**src/rtl/run_monitor_pkg.sv**
```systemverilog
// Shared definitions for the end-of-run monitor: FSM state encodings, halt-cause
// codes and the store-signature update function.
package run_monitor_pkg;

  localparam logic [1:0] ST_RUN    = 2'd0;
  localparam logic [1:0] ST_DRAIN  = 2'd1;
  localparam logic [1:0] ST_HALTED = 2'd2;

  localparam logic [1:0] CAUSE_NONE    = 2'b00;
  localparam logic [1:0] CAUSE_TRAP    = 2'b01;
  localparam logic [1:0] CAUSE_TIMEOUT = 2'b10;
  localparam logic [1:0] CAUSE_DEBUG   = 2'b11;

  localparam logic [0:31] SIG_SEED = 32'hFFFF_FFFF;

  // Rotate toward bit 0 (the MSB in [0:31] order) and fold in address and data.
  function automatic logic [0:31] sig_next(input logic [0:31] sig,
                                           input logic [0:31] addr,
                                           input logic [0:31] data);
    return {sig[1:31], sig[0]} ^ addr ^ data;
  endfunction

endpackage

```
**src/rtl/run_monitor_if.sv**
```systemverilog
// Core-side traffic observed by the run monitor: write-back retirements,
// debug halt request and data-memory writes.
interface run_monitor_if;
  logic        wb_valid;
  logic [0:5]  wb_opcode;
  logic        dbg_halt_req;
  logic        mem_we;
  logic [0:31] mem_addr;
  logic [0:31] mem_w_data;

  modport master (output wb_valid, wb_opcode, dbg_halt_req, mem_we, mem_addr, mem_w_data);
  modport slave  (input  wb_valid, wb_opcode, dbg_halt_req, mem_we, mem_addr, mem_w_data);
endinterface

```
**src/rtl/run_monitor_sat_counter.sv**
```systemverilog
// Saturating up-counter with synchronous clear; holds at all-ones instead of wrapping.
module sat_counter #(
  parameter int WIDTH = 32
) (
  input  logic             clk,
  input  logic             reset,
  input  logic             inc,
  input  logic             clear,
  output logic [WIDTH-1:0] count
);

  // Count register: clear wins over increment, increment stops at all-ones.
  always_ff @(posedge clk or negedge reset) begin
    if (!reset) begin
      count <= {WIDTH{1'b0}};
    end else if (clear) begin
      count <= {WIDTH{1'b0}};
    end else if (inc && (count != {WIDTH{1'b1}})) begin
      count <= count + {{(WIDTH-1){1'b0}}, 1'b1};
    end else begin
      count <= count;
    end
  end

endmodule

```
**src/rtl/run_monitor.sv**
```systemverilog
// End-of-run monitor: RUN -> (trap) DRAIN -> HALTED, or RUN -> HALTED on timeout/debug.
// Optional store signature enabled by defining RUN_MONITOR_SIG_EN.
module run_monitor
  import run_monitor_pkg::*;
#(
  parameter logic [5:0] HALT_OPCODE    = 6'h11,
  parameter int         DRAIN_CYCLES   = 4,
  parameter int         TIMEOUT_CYCLES = 0,
  parameter int         CNT_W          = 32
) (
  input  logic             clk,
  input  logic             reset,
  run_monitor_if.slave     bus,
  output logic             done,
  output logic             draining,
  output logic [0:1]       halt_cause,
  output logic [CNT_W-1:0] cycle_count,
  output logic [CNT_W-1:0] retired_count,
  output logic [CNT_W-1:0] store_count,
  output logic [0:31]      store_sig
);

  localparam logic [7:0] DRAIN_LAST = 8'(DRAIN_CYCLES - 1);
  localparam logic [CNT_W-1:0] TIMEOUT_TERM =
    (TIMEOUT_CYCLES == 0) ? {CNT_W{1'b0}} : CNT_W'(TIMEOUT_CYCLES - 1);

  logic [1:0] state_r, state_s;
  logic [1:0] cause_r, cause_s;
  logic [7:0] drain_r, drain_s;
  logic       done_r, draining_r;
  logic       active_s, trap_s, timeout_s;
  logic       cyc_inc_s, ret_inc_s, st_inc_s;

  // Event decode; the timeout compare uses the count before this cycle's increment.
  always_comb begin
    active_s  = (state_r == ST_RUN) || (state_r == ST_DRAIN);
    trap_s    = bus.wb_valid && (bus.wb_opcode == HALT_OPCODE);
    timeout_s = (TIMEOUT_CYCLES != 0) && (cycle_count == TIMEOUT_TERM);
    cyc_inc_s = active_s;
    ret_inc_s = (state_r == ST_RUN) && bus.wb_valid;
    st_inc_s  = active_s && bus.mem_we;
  end

  // Next-state logic; cause is only ever written on the way out of RUN.
  always_comb begin
    state_s = state_r;
    cause_s = cause_r;
    drain_s = drain_r;
    case (state_r)
      ST_RUN: begin
        if (trap_s) begin
          state_s = ST_DRAIN;
          cause_s = CAUSE_TRAP;
          drain_s = 8'd0;
        end else if (timeout_s) begin
          state_s = ST_HALTED;
          cause_s = CAUSE_TIMEOUT;
        end else if (bus.dbg_halt_req) begin
          state_s = ST_HALTED;
          cause_s = CAUSE_DEBUG;
        end else begin
          state_s = ST_RUN;
        end
      end
      ST_DRAIN: begin
        if (drain_r == DRAIN_LAST) begin
          state_s = ST_HALTED;
        end else begin
          drain_s = drain_r + 8'd1;
        end
      end
      ST_HALTED: begin
        state_s = ST_HALTED;
      end
      default: begin
        state_s = ST_HALTED;
      end
    endcase
  end

  // State, cause and the registered done/draining flags.
  always_ff @(posedge clk or negedge reset) begin
    if (!reset) begin
      state_r    <= ST_RUN;
      cause_r    <= CAUSE_NONE;
      drain_r    <= 8'd0;
      done_r     <= 1'b0;
      draining_r <= 1'b0;
    end else begin
      state_r    <= state_s;
      cause_r    <= cause_s;
      drain_r    <= drain_s;
      done_r     <= (state_s == ST_HALTED);
      draining_r <= (state_s == ST_DRAIN);
    end
  end

  assign done       = done_r;
  assign draining   = draining_r;
  assign halt_cause = cause_r;

  sat_counter #(.WIDTH(CNT_W)) u_cycle_cnt (
    .clk(clk), .reset(reset), .inc(cyc_inc_s), .clear(1'b0), .count(cycle_count)
  );
  sat_counter #(.WIDTH(CNT_W)) u_retire_cnt (
    .clk(clk), .reset(reset), .inc(ret_inc_s), .clear(1'b0), .count(retired_count)
  );
  sat_counter #(.WIDTH(CNT_W)) u_store_cnt (
    .clk(clk), .reset(reset), .inc(st_inc_s), .clear(1'b0), .count(store_count)
  );

`ifdef RUN_MONITOR_SIG_EN
  logic [0:31] sig_r;

  // Signature folds every counted store, independent of store counter saturation.
  always_ff @(posedge clk or negedge reset) begin
    if (!reset) begin
      sig_r <= SIG_SEED;
    end else if (st_inc_s) begin
      sig_r <= sig_next(sig_r, bus.mem_addr, bus.mem_w_data);
    end else begin
      sig_r <= sig_r;
    end
  end

  assign store_sig = sig_r;
`else
  logic unused_sig_s;
  assign unused_sig_s = ^{bus.mem_addr, bus.mem_w_data};
  assign store_sig    = 32'h0000_0000;
`endif

endmodule

```
**src/flat_wrapper.sv**
```systemverilog
// flat-port wrapper written by rule: the top's interface ports become plain ports
module run_monitor_flat import run_monitor_pkg::*;
#(
  parameter logic [5:0] HALT_OPCODE    = 6'h11,
  parameter int         DRAIN_CYCLES   = 4,
  parameter int         TIMEOUT_CYCLES = 0,
  parameter int         CNT_W          = 32
)
  (clk, reset, done, draining, halt_cause, cycle_count, retired_count, store_count, store_sig, bus_wb_valid, bus_wb_opcode, bus_dbg_halt_req, bus_mem_we, bus_mem_addr, bus_mem_w_data);
  run_monitor_if bus_i ();
  input  logic clk;
  input  logic reset;
  output logic done;
  output logic draining;
  output logic [0:1] halt_cause;
  output logic [CNT_W-1:0] cycle_count;
  output logic [CNT_W-1:0] retired_count;
  output logic [CNT_W-1:0] store_count;
  output logic [0:31] store_sig;
  input wire logic [$bits(bus_i.wb_valid)-1:0] bus_wb_valid;
  input wire logic [$bits(bus_i.wb_opcode)-1:0] bus_wb_opcode;
  input wire logic [$bits(bus_i.dbg_halt_req)-1:0] bus_dbg_halt_req;
  input wire logic [$bits(bus_i.mem_we)-1:0] bus_mem_we;
  input wire logic [$bits(bus_i.mem_addr)-1:0] bus_mem_addr;
  input wire logic [$bits(bus_i.mem_w_data)-1:0] bus_mem_w_data;
  assign bus_i.wb_valid = bus_wb_valid;
  assign bus_i.wb_opcode = bus_wb_opcode;
  assign bus_i.dbg_halt_req = bus_dbg_halt_req;
  assign bus_i.mem_we = bus_mem_we;
  assign bus_i.mem_addr = bus_mem_addr;
  assign bus_i.mem_w_data = bus_mem_w_data;
  run_monitor #(.HALT_OPCODE(HALT_OPCODE), .DRAIN_CYCLES(DRAIN_CYCLES), .TIMEOUT_CYCLES(TIMEOUT_CYCLES), .CNT_W(CNT_W)) u_core (.clk(clk), .reset(reset), .bus(bus_i), .done(done), .draining(draining), .halt_cause(halt_cause), .cycle_count(cycle_count), .retired_count(retired_count), .store_count(store_count), .store_sig(store_sig));
endmodule
```
**config.mk**
```make
export PLATFORM = sky130hd
export DESIGN_NAME = run_monitor_flat
export DESIGN_NICKNAME = d
export VERILOG_FILES = /design/src/rtl/run_monitor_pkg.sv /design/src/rtl/run_monitor_if.sv /design/src/rtl/run_monitor_sat_counter.sv /design/src/rtl/run_monitor.sv /design/src/flat_wrapper.sv
export SDC_FILE = /design/constraint.sdc
export NUM_CORES = 1
export LEC_CHECK = 0
export BUFFER_PORTS_ARGS = -buffer_cell sky130_fd_sc_hd__buf_4
export CORE_MARGIN = 2
export CORE_UTILIZATION = 45
export DETAILED_ROUTE_END_ITERATION = 8
export GPL_TIMING_DRIVEN = 0
export PLACE_DENSITY_LB_ADDON = 0.2
export RECOVER_POWER = 50
export SYNTH_ARGS = -nofsm -noshare
export SYNTH_HDL_FRONTEND = slang
export SYNTH_HIERARCHICAL = 1
export SYNTH_SLANG_ARGS = --single-unit
```
**constraint.sdc**
```tcl
create_clock -name clk -period 6.05 [get_ports clk]
set_clock_uncertainty 0.05 [all_clocks]
set_input_delay 0.3025 -clock clk [delete_from_list [all_inputs] [get_ports clk]]
set_output_delay 0.3025 -clock clk [all_outputs]
set_load 0.02 [all_outputs]
```
==> results of run 1 <==
layer usage:
metal,vias up,GRT usage [%]
li1,2758,-
met4,0,8.08
met2,164,35.6
met5,-,0
met1,2798,29.1
met3,31,2.93
worst max path at each step:
stage | from | endpoint | slack (ns) | depth (start not counted)
after floorplan | u_core/state_r[0] | u_core/u_retire_cnt/count[31] | 3.86 | 8
after global placement | u_core/state_r[0] | u_core/u_retire_cnt/count[31] | 3.50 | 8
after detailed placement | u_core/state_r[0] | u_core/u_retire_cnt/count[31] | 3.48 | 8
after CTS | u_core/state_r[0] | u_core/u_retire_cnt/count[31] | 3.46 | 8
after global routing | reset | u_core/u_cycle_cnt/count[31] | 2.19 | 2
final | reset | u_core/u_retire_cnt/count[12] | 2.80 | 2
Yosys cell counts (4+ instances only):
| master | number | area, um^2 |
|---|---|---|
| mux2i_1 | 5 | 50.1 |
| a31o_2 | 6 | 52.6 |
| inv_1 | 24 | 90.1 |
| a21oi_1 | 37 | 185 |
| a31oi_1 | 6 | 37.5 |
| nor4_2 | 6 | 75.1 |
| xnor2_1 | 30 | 263 |
| ha_1 | 4 | 50.1 |
| a211oi_1 | 15 | 113 |
| nor4_1 | 12 | 75.1 |
| a41oi_1 | 4 | 35.0 |
| nand2b_1 | 8 | 50.1 |
| clkbuf_1 | 13 | 48.8 |
| nor2_1 | 81 | 304 |
| nor3_1 | 12 | 60.1 |
| dfrtp_1 | 110 | 2750 |
| nor2b_1 | 20 | 125 |
| o21ai_0 | 18 | 90.1 |
| and3_1 | 21 | 131 |
| xor2_1 | 9 | 78.8 |
| nand3_1 | 43 | 215 |
| and4bb_2 | 4 | 50.1 |
| nand4_1 | 20 | 125 |
| buf_2 | 6 | 30.0 |
| or3_1 | 15 | 93.8 |
| nand2_1 | 42 | 158 |
| o31ai_1 | 9 | 67.6 |
| and2_1 | 10 | 62.6 |
| mux2_2 | 15 | 169 |
| buf_4 | 35 | 263 |
| or4_1 | 9 | 67.6 |
| a21o_1 | 9 | 67.6 |
power by group through the flow:
stage                logic, W  clock network, W  registers, W
floorplan           0.0000488                 0      0.000749
global placement    0.0000692                 0      0.000749
detailed placement  0.0000727                 0      0.000749
CTS                 0.0000733          0.000572      0.000735
global route        0.0000886          0.000608      0.000734
finish              0.0000786          0.000558      0.000735
cell type report:
class                      count  share of cell area, %
multi-input combinational    550                   44.4
sequential                   110                   35.2
timing repair buffer         112                   8.64
buffer                        54                   4.37
clock buffer                  12                   3.15
tap                          180                   2.88
inverter                      24                   1.15
clock inverter                 3                  0.272
state kept, by name, summed over array words and instances, names as in the netlist:
name	count
u_core/done	1
u_core/u_cycle_cnt/count	32
u_core/draining	1
u_core/halt_cause	2
u_core/u_retire_cnt/count	32
u_core/state_r	2
u_core/drain_r	8
u_core/u_store_cnt/count	32
cell usage in the layout, fill, tap and decap left out, types with 10 or more instances in the layout:
| cell | n |
|---|---|
| a211oi_1 | 15 |
| a21oi_1 | 37 |
| and2_1 | 10 |
| and3_1 | 21 |
| buf_4 | 95 |
| clkbuf_1 | 65 |
| conb_1 | 44 |
| dfrtp_1 | 110 |
| inv_1 | 24 |
| mux2_2 | 15 |
| nand2_1 | 42 |
| nand3_1 | 43 |
| nand4_1 | 20 |
| nor2_1 | 81 |
| nor2b_1 | 20 |
| nor3_1 | 12 |
| nor4_1 | 12 |
| o21ai_0 | 18 |
| or3_1 | 15 |
| xnor2_1 | 30 |
logic make-up after synthesis:
group,share of synthesized area (%)
and+or+nand+nor,28.5
AOI/OAI and AO/OA,12.3
DFF,42.4
buffers and inverters,6.65
xor gates and xnor gates,5.26
muxes,4.07
adders and majority gates,0.771
other,0.0577
through the flow:
stage                     cell area, um^2  hold WS, ns  std cells
after floorplan                      6660      -0.0431        738
after global placement               7710        0.409       1028
after detailed placement             7740        0.245       1029
after CTS                            8020        0.133       1045
after global routing                 7820        0.147       1045
final                                7820        0.143       1045
==> metrics, run 1 <==
number of flops mapped to enable cells by yosys 0; crit path launch type input port; fill cell count 1354; Routed WL 16200 um; Pre-Repair DR Iteration Count 5; setup bufs post-CTS 0; switching fraction of total power 23.5%; Cell Area, Synth 6490 um^2; failing checks max-capacitance violations, max-slew violations; Critical Path End Type async pin; drt wl/cell 15.5 um; Slew Limit Fails 53; cell family contributing the most delay on the critical path buffers and inverters; WL met3 approximately 760 um; Tcrit/Tclk final 53.8%; area of the core 14000 um^2; DRT iter0 DRCs 370; clock sinks 110; worst min path class input port to register; Max Fclk 307 MHz; crit path cell chain dlygate4sd3_1 > clkbuf_1; Critical Path RT 5.79 ns; Reg power frac 53.6%; Ports around 210; CP peak stage delay 2.11 ns; Post-synth ARST share 100%; Hold Path End u_core/halt_cause[1]; PwrDens roughly 180 nW/um^2; Initial Util 46.4%; WP data arrival ~3 ns; HP Start bus_dbg_halt_req; drt drc 0; worst slew margin relative to its limit -101%; slack of the critical path 2.80 ns; r2r worst-path depth 8; crit-path max FO 53; Die X-Extent 124 um; CTS Root Cell clkbuf_16; gr ovfl total 0; Max clock buf depth 2; Hold Vio Cnt, Final 0; hold buffers post-CTS 1; CTS tree done; RSZ-0062 raised after global routing no; Detail Placement HPWL 11900 um; slowest cell on the critical path clkbuf_1; Top FF cell, synth dfrtp_1; storage element area 2750 um^2; max_cap viols 1; Total GRT Usage 21.6%; post-route minimum period 3.25 ns; final setup fails 0; area of the multi-input gates roughly 3500 um^2; sequential share of the synthesized area 42.4%; Power Internal 0.00105 W; Reg2Reg Launch Point u_core/state_r[0]; Clock Latency Late Sink 0.35 ns; worst vdd ir 0.115 mV; reg2reg end u_core/u_retire_cnt/count[31]; met2 WL 7940 um; die height 124 um; Worst R2R Setup Slack between 3 and 4 ns; vias in the first global route about 5400; layout cells sized above 1 19.5%; clock share of power 40.7%; Clk pin slew, worst setup/hold paths about 0.07 ns; PostCTS Resize Cnt 0; Layout area overhead 20.5%; Slew @ Worst Pin between 3 and 4 ns; IO buf count between 100 and 150; die area 15400 um^2; worst hold path depth 3; Combinational Power Share ~5.7%; #FFs+latches synth 110; H-tree lvl count 3; Tot Pwr approximately 0.0014 W; # diodes 0; global-route wire length before repair 26500 um; initial antenna violation count 0; Post-Syn Instances 695; post-DR vias/cell 5.50; nets 940; maximum number of pins on one net before global-route repair 59; setup TNS 0 ns; switching power 0.000322 W; Avg Cell Area, Syn 9.34 um^2; yosys warns 6; status finished, violations left; # rows 43; M1 WL about 7100 um; pre-CTS setup slack between 3 and 4 ns; CP Buf/Inv Count 2; P_leak 3.43 nW; post-synthesis cell type count 49; CTS Buf Count 9; WS Path Type input port to async pin; max layer used met4; Final GP Congestion 0.877; Finished Core Util between 50% and 60%; Antenna Nets Post-Route 0; Vias about 5800
Note: power is estimated with default switching activity, not from simulation.
==> inputs of run 2 (changes only) <==
==> constraint.sdc (replaced) <==
create_clock -name clk -period 2.7 [get_ports clk]
set_clock_uncertainty 0.05 [all_clocks]
set_input_delay 0.135 -clock clk [delete_from_list [all_inputs] [get_ports clk]]
set_output_delay 0.135 -clock clk [all_outputs]
set_load 0.02 [all_outputs]
==> run 2 against run 1 <==
Non-clock buffer count increased by 1. Largest power group unchanged. Register-to-register slack lost 3.3 ns. Global-route usage stayed put. Hold slack got worse by 0.060 ns. Clock-buffer cell count did not move. Power increased by 120%. Core utilization barely moved. Combinational power rose by 120%. The flow now finishes without violations. Via count increased by 0.10%. Sequential cell count unchanged. Worst setup slack worse by 2.7 ns. Sequential power is 120% higher.
==> metrics, run 2 (synthesized netlist as in run 1, its figures left out) <==
status finished, final reports clean; PwrDens 393 nW/um^2; Antenna Nets Post-Route 0; storage element area 2750 um^2; Layout area overhead 20.4%; Worst R2R Setup Slack 0.12 ns; die height between 100 and 150 um; Ports 207; Slew Limit Fails 0; drt drc 0; Final GP Congestion 0.877; Initial Util 46.4%; final setup fails 0; Vias ~5800; slowest cell on the critical path dfrtp_1; area of the core 14000 um^2; crit-path max FO 10; worst slew margin relative to its limit 10.6%; commonest non-fill, non-tap cell in the layout dfrtp_1; CTS Buf Count 9; global-route wire length before repair 26500 um; crit path launch type register; gr ovfl total 0; DRT iter0 DRCs 303; hold slack 0.0829 ns; setup TNS 0 ns; placed cell areas 7740 um^2; post-DR vias/cell 5.50; Clock Latency Late Sink about 0.35 ns; # rows 43; WP data arrival 2.76 ns; worst vdd ir 0.257 mV; Die X-Extent about 120 um; vias in the first global route 5445; drt wl/cell 15.5 um; RSZ-0062 raised after global routing no; Critical Path RT between 2 and 3 ns; CP peak stage delay 0.42 ns; max_cap viols 0; maximum number of pins on one net before global-route repair 59; WS Path Type register to register; area of the multi-input gates 3470 um^2; Max clock buf depth 2; Routed WL 16300 um; pre-CTS setup slack between 0.1 and 0.15 ns; Pre-Repair DR Iteration Count 5; Max Fclk 388 MHz; nets 941; Slew @ Worst Pin 1.34 ns; IO buf count between 100 and 150; # diodes 0; H-tree lvl count 3; P_leak around 3.4 nW; initial antenna violation count 0; slack of the critical path between 0.1 and 0.15 ns; Clk pin slew, worst setup/hold paths 0.07 ns; r2r worst-path depth 8; worst hold path depth 3; worst min path class input port to register; top flop regs u_core/u_cycle_cnt/count x32, u_core/u_retire_cnt/count x32, u_core/u_store_cnt/count x32; most frequent cells in the layout 110 x dfrtp_1, 95 x buf_4, 80 x nor2_1; Total GRT Usage 21.6%; fill cell count 1353; Tcrit/Tclk final 95.5%; layout cells sized above 1 between 10% and 20%; CTS Root Cell clkbuf_16; CTS tree done; Hold Vio Cnt, Final 0; Detail Placement HPWL between 10000 and 15000 um; clock sinks 110; die area 15400 um^2; crit path cell chain nor2_2 > and2_1 > and3_1 > nand4_1 > a21o_1 > buf_2 > nor4_1 > mux2_2; post-route design area 7820 um^2; Critical Path End Type register; post-route minimum period 2.58 ns
[run 2: changes by cell type in the layout (fill, tap and decap cells not counted)]
| cell | change |
|---|---|
| buf_16 | -1 |
| clkbuf_1 | -1 |
| clkbuf_2 | +1 |
| clkbuf_4 | +1 |
| dlygate4sd3_1 | +1 |
| nor2_1 | -1 |
| nor2_2 | +1 |
[run 2: what timing repair did]
action | in CTS | in global routing
buffers inserted | 0 | 0
resized for setup | 0 | 1
endpoints found under the hold margin | 53 | 0
setup endpoints to repair | 0 | 2
hold buffers | 2 | 0
[run 2: routing by layer]
metal	global-route usage (%)	vias to the layer above	part of all wire, %
li1	-	2763	-
met1	29.1	2811	44
met2	35.6	155	49
met3	2.93	28	4.5
met4	8.08	0	2.1
met5	0	-	0
[run 2: through the flow]
stage	power [W]	utilization [%]	instances
4_1_cts	0.00309	57.4	1046
5_1_grt	0.00320	55.9	1046
3_5_place_dp	0.00184	55.3	1029
6_report	0.00307	55.9	1046
3_3_place_gp	0.00183	55.1	1028
2_1_floorplan	0.00179	-	738
[run 2: power by group]
part / total, W / internal, W / leakage, nW / switching, W
logic: 0.000173 / 0.0000545 / 1.81 / 0.000119
registers: 0.00165 / 0.00165 / 1.49 / 0.00000000000000000152
clock network: 0.00125 / 0.000648 / 0.129 / 0.000604
total: 0.00307 / 0.00235 / 3.42 / 0.000723
[run 2: cell type report]
type                    instances  share of cell area [%]
clock inverters                 3                   0.272
inverters                      24                    1.15
flip-flops and latches        110                    35.2
clock buffers                  12                    3.15
multi-input cells             550                    44.4
plain buffers                  54                    4.37
well taps                     180                    2.88
repair buffers                113                    8.53
[run 2: final timing paths]
path / from / endpoint
min in group asynchronous: reset / u_core/u_retire_cnt/count[5]
setup reg to reg: u_core/state_r[0] / u_core/u_retire_cnt/count[31]
hold / removal: bus_wb_opcode[1] / u_core/halt_cause[0]
setup / recovery: u_core/state_r[0] / u_core/u_retire_cnt/count[31]
max in group asynchronous: reset / u_core/u_cycle_cnt/count[18]
hold reg to reg: u_core/halt_cause[1] / u_core/halt_cause[1]
[run 2: worst max-delay path: cells and delay by family (launching register included)]
| family | cells | cell delay [ns] |
|---|---|---|
| flip-flops | 1 | 0.42 |
| AND/OR/NAND/NOR | 5 | 1.27 |
| multiplexers | 1 | 0.38 |
| buffers and inverters | 1 | 0.19 |
| AO/OA/AOI/OAI | 1 | 0.16 |
